### src/rtl/bcd_updown_counter_nd.sv
// bcd_updown_counter_nd
//
// Multi-digit packed-BCD up/down counter with parallel load and BCD validity
// checking. The count range is 0 .. 10^DIGITS-1. At the range ends the
// counter either wraps or holds, depending on SATURATE.
//
// Parameters
//   DIGITS   : number of BCD digits (1..8)
//   SATURATE : 0 = wrap at range ends, 1 = hold at range ends
//
// Ports
//   clk      : clock; all state updates happen on the rising edge
//   rst      : synchronous active-high reset
//   en       : count enable
//   up       : direction (1 = increment, 0 = decrement)
//   load     : parallel load request (overrides en)
//   load_val : packed BCD load value, digit 0 in bits [3:0]
//   q        : packed BCD count, digit i in bits [4i+3:4i]
//   tc       : combinational terminal count, drives en of a cascaded stage
//   ovf      : one-cycle pulse, up-count attempted from all 9s
//   unf      : one-cycle pulse, down-count attempted from all 0s
//   load_err : one-cycle pulse, load rejected because a digit was above 9
//
// Edge priority: rst > load > en > hold.
// There is no valid/ready handshake. A request (load or en) is taken on the
// edge where it is sampled high, and its result shows on q after that edge.
module bcd_updown_counter_nd #(
  parameter int DIGITS   = 4,
  parameter bit SATURATE = 1'b0
) (
  input  logic                clk,
  input  logic                rst,
  input  logic                en,
  input  logic                up,
  input  logic                load,
  input  logic [4*DIGITS-1:0] load_val,
  output logic [4*DIGITS-1:0] q,
  output logic                tc,
  output logic                ovf,
  output logic                unf,
  output logic                load_err
);

  localparam int W = 4 * DIGITS;

  logic         all9;
  logic         all0;
  logic         load_ok;
  logic         carry;
  logic         borrow;
  logic [W-1:0] inc_val;
  logic [W-1:0] dec_val;

  // Ripple the carry and the borrow from digit 0 upward.
  // From all 9s the incremented value is all 0s. From all 0s the decremented
  // value is all 9s. The wrap mode therefore needs no extra logic; only the
  // saturate mode must suppress the update.
  always_comb begin
    all9    = 1'b1;
    all0    = 1'b1;
    load_ok = 1'b1;
    carry   = 1'b1;
    borrow  = 1'b1;
    inc_val = '0;
    dec_val = '0;
    for (int i = 0; i < DIGITS; i++) begin
      if (q[4*i +: 4] != 4'd9) all9 = 1'b0;
      if (q[4*i +: 4] != 4'd0) all0 = 1'b0;
      if (load_val[4*i +: 4] > 4'd9) load_ok = 1'b0;

      if (carry) begin
        if (q[4*i +: 4] == 4'd9) begin
          inc_val[4*i +: 4] = 4'd0;
        end else begin
          inc_val[4*i +: 4] = q[4*i +: 4] + 4'd1;
          carry = 1'b0;
        end
      end else begin
        inc_val[4*i +: 4] = q[4*i +: 4];
      end

      if (borrow) begin
        if (q[4*i +: 4] == 4'd0) begin
          dec_val[4*i +: 4] = 4'd9;
        end else begin
          dec_val[4*i +: 4] = q[4*i +: 4] - 4'd1;
          borrow = 1'b0;
        end
      end else begin
        dec_val[4*i +: 4] = q[4*i +: 4];
      end
    end
  end

  // The terminal count has no register, so that a cascaded upper stage
  // advances on the same edge on which this stage wraps.
  assign tc = en & ~load & (up ? all9 : all0);

  always_ff @(posedge clk) begin
    if (rst) begin
      q        <= '0;
      ovf      <= 1'b0;
      unf      <= 1'b0;
      load_err <= 1'b0;
    end else begin
      ovf      <= 1'b0;
      unf      <= 1'b0;
      load_err <= 1'b0;
      if (load) begin
        if (load_ok) q <= load_val;
        else         load_err <= 1'b1;
      end else if (en) begin
        if (up) begin
          if (all9) ovf <= 1'b1;
          if (!(SATURATE && all9)) q <= inc_val;
        end else begin
          if (all0) unf <= 1'b1;
          if (!(SATURATE && all0)) q <= dec_val;
        end
      end
    end
  end

endmodule

### config.mk
export PLATFORM = sky130hd
export DESIGN_NAME = bcd_updown_counter_nd
export DESIGN_NICKNAME = d
export VERILOG_FILES = /design/src/rtl/bcd_updown_counter_nd.sv
export SDC_FILE = /design/constraint.sdc
export NUM_CORES = 1
export LEC_CHECK = 0
export ABC_AREA = 0
export CAP_MARGIN = 20
export CORE_AREA = 2 2 79 81
export CTS_CLUSTER_DIAMETER = 50
export DETAILED_ROUTE_END_ITERATION = 8
export DIE_AREA = 0 0 81 83
export PLACE_DENSITY = 0.5
export SYNTH_ARGS = -nofsm -noshare
export SYNTH_HDL_FRONTEND = slang
export SYNTH_SLANG_ARGS = --single-unit
### constraint.sdc
create_clock -name clk -period 3.1 [get_ports clk]
set_clock_uncertainty 0.2 [all_clocks]
set_input_delay 0.62 -clock clk [delete_from_list [all_inputs] [get_ports clk]]
set_output_delay 0.62 -clock clk [all_outputs]
set_load 0.02 [all_outputs]
==> results of run 1 <==
-- metal layers --
layer  up-vias  wire length (um)  global-route usage, %
met5         -                 0                      0
met4         0                18                   4.01
met3         2               377                   1.74
met2        67              2310                   23.5
met1       827              2570                   24.5
li1        927                 -                      -
-- critical path, cell delays in order, from the launching register on --
cell	delay, ns
dfxtp_1	0.32
or4_1	0.57
nor3_1	0.28
nand3_1	0.11
o21ai_1	0.09
and3_1	0.16
dlygate4sd2_1	0.34
-- stage by stage --
stage / setup WS (ns) / hold WS (ns)
floorplan: 0.470 / 0.427
global placement: 0.163 / 0.290
detailed placement: 0.174 / 0.288
CTS: 0.160 / 0.298
global route: 0.0287 / 0.338
finish: 0.160 / 0.291
-- area by class of cell --
type                            instances  area (sq um)
Fill cell                             637          3560
Multi-Input combinational cell        172          1110
Timing Repair Buffer                   62           577
Sequential cell                        19           380
Tap cell                               75          93.8
Inverter                               12          45.0
Clock buffer                            3          41.3
Clock inverter                          1          5.00
-- final timing paths --
kind / endpoint / slack [ns]
setup / recovery: tc / 0.16
setup reg to reg: q[15]$_SDFFE_PP0P_ / 0.73
hold / removal: q[14]$_SDFFE_PP0P_ / 0.29
hold reg to reg: q[14]$_SDFFE_PP0P_ / 0.29
-- power groups by stage --
stage	Combinational, W	Clock, W	Sequential [W]
after floorplan	0.000175	0	0.000296
after global placement	0.000313	0	0.000282
after CTS	0.000314	0.000181	0.000276
final	0.000313	0.000179	0.000276
after detailed placement	0.000312	0	0.000282
after global routing	0.000343	0.000195	0.000279
-- logic make-up (layout without fill, tap and decap cells) --
| logic type | Yosys count | count (layout) | share of synthesized area (%) |
|---|---|---|---|
| XOR/XNOR | 9 | 9 | 4.81 |
| buffers and inverters | 36 | 78 | 8.86 |
| AND/OR/NAND/NOR | 83 | 83 | 27.6 |
| multiplexers | 7 | 7 | 5.19 |
| AO/OA/AOI/OAI | 73 | 73 | 30.4 |
| flip-flops | 19 | 19 | 23.2 |
-- what timing repair did --
item | in CTS | in global routing
endpoints found under the setup margin | 1 | 0
resized for setup | 1 | 0
hold buffers | 0 | 0
-- state kept, by name, indices dropped and copies added (netlist names) --
register  flops
load_err      1
unf           1
ovf           1
q            16
-- synth_stat cells (all sizes together), types with 2 or more instances --
master / instances / area, sq um
nand2: 20 / 77.6
a211oi: 2 / 15.0
nand4b: 2 / 17.5
a21oi: 18 / 90.1
or2: 3 / 18.8
o311ai: 2 / 17.5
o2111ai: 3 / 26.3
and3: 3 / 18.8
or4: 6 / 52.6
nor2: 15 / 56.3
buf: 3 / 21.3
nand3: 4 / 20.0
a311o: 2 / 20.0
o221ai: 2 / 17.5
clkbuf: 21 / 78.8
and2: 2 / 12.5
a211o: 2 / 17.5
nor2b: 2 / 12.5
mux2: 2 / 22.5
nor4: 3 / 18.8
dfxtp: 19 / 380
inv: 12 / 45.1
o211ai: 5 / 37.5
a311oi: 5 / 43.8
a221oi: 2 / 17.5
nor3: 11 / 55.1
xnor2: 8 / 70.1
a31oi: 3 / 18.8
mux2i: 5 / 62.6
o31ai: 2 / 15.0
nand4: 2 / 12.5
o21ai: 20 / 100
nand2b: 4 / 25.0
==> impl_metrics.py, run 1 <==
metrics = {
    "layout": {
        "layout_common_cells": "clkdlybuf4s50_1 (39), buf_4 (21), nand2_1 (19), dfxtp_1 (19), a21oi_1 (18)",
        "layout_commonest_cell": "clkdlybuf4s50_1",
        "utilization_pct": 38.8,
        "drive_gt1_share_pct": 12.6,
        "area_growth_pct": 37.6,
        "nets": 291,
        "final_cells": 344,
        "diodes": 0,
        "final_cell_area_sq_um": 2260,
    },
    "clocking": {
        "cts_buffers": 3,
        "clock_latency_ns": 0.26,
        "cts_buffer_depth": 2,
        "clk_pin_slew_ns": 0.08,
        "htreeDepth": 1,
        "cts.sinks": 19,
        "cts_root_buf": "clkbuf_8",
        "cts_tree": "built",
        "cts_setup_buffers": 0,
    },
    "floorplanning": {
        "die_x_um": 81,
        "rows": 28,
        "dieHeight_um": 83,
        "die-area_sq_um": 6720,
        "start_util_pct": 28.2,
        "ios": 41,
        "fp.coreArea_sq_um": 5820,
    },
    "synth": {
        "seq_area_frac_synth_pct": 23.2,
        "netlist_area_sq_um": 1640,
        "syn_nets": 248,
        "yosysWarnings": 0,
        "yosysUniqueCellTypes": 52,
        "synth_top_flop_cell": "dfxtp_1",
        "synth-edff-count": 0,
        "syn_area_per_cell_sq_um": 7.22,
        "synth_cells": 227,
        "synth-async-reset-ratio_pct": 0,
        "synth-seq-cells": 19,
    },
    "power_and_ir_drop": {
        "share_comb_of_total_power_pct": 40.7,
        "p_per_area_nw_per_um2": 340,
        "p_switching_w": 0.000271,
        "clock_power_share_pct": 23.3,
        "vdd_ir_drop_max_v": 0.000156,
        "leakagePower_nw": 0.785,
        "swShare_pct": 35.4,
        "sequentialPowerShare_pct": 36.0,
        "internal-power_w": 0.000496,
        "power_w": 0.000767,
    },
    "drt": {
        "drt-initial-drc-count": 178,
        "antenna_left": 0,
        "routed_via_density": 5.30,
        "wl_per_cell_um": 15.3,
        "wl_um": 5270,
        "vias": 1823,
        "drt_pass1_iterations": 4,
        "drc": 0,
    },
    "critical_path": {
        "cp_max_fo": 3,
        "cp.required_ns": 2.28,
        "r2r-start": "q[7]$_SDFFE_PP0P_",
        "critPathLaunchType": "flop",
        "critPathLaunch": "q[3]$_SDFFE_PP0P_",
        "end_kind": "primary output",
        "arrival_ns": 2.12,
        "path_class": "flop to primary output",
        "ff2ff_path_depth": 5,
    },
    "place": {
        "placed_cells": 340,
        "placed_area_sq_um": 2210,
        "dpl.hpwl_um": 3840,
        "place_congestion": 0.794,
        "io_buffers": 40,
    },
    "global_route": {
        "antenna_found_initial": 0,
        "grt_usage_pct": 16.0,
        "grt_max_degree": 29,
        "overflow": 0,
        "grt_pass1_wl_um": 8650,
        "first_global_vias": 1662,
    },
    "hold_path": {
        "hold_path_class": "flop to flop",
        "hp-start": "q[14]$_SDFFE_PP0P_",
        "worstHoldPathCells": 2,
    },
    "timing": {
        "period_needed_ns": 2.94,
        "hold_violations": 0,
        "slew_headroom_pct": 72.3,
        "rsz0062_at_grt": "no",
        "setup_tns_ns": 0,
        "fin_crit_sh_pct": 94.8,
        "drv_slew": 0,
        "fmax_mhz": 340,
        "setup_viol": 0,
        "tightest_slew_ns": 0.414,
    },
    "flow_run": {
        "drv_cap": 0,
    },
    "status": {
        "outcome": "finished clean",
    },
}
Note: power is estimated with default switching activity, not from simulation.
==> run 2, diff against run 1 <==
- SLEW_MARGIN: not set -> 30
==> results of run 2 <==
No change in the layout: final DEF, timing and power equal those of run 1.
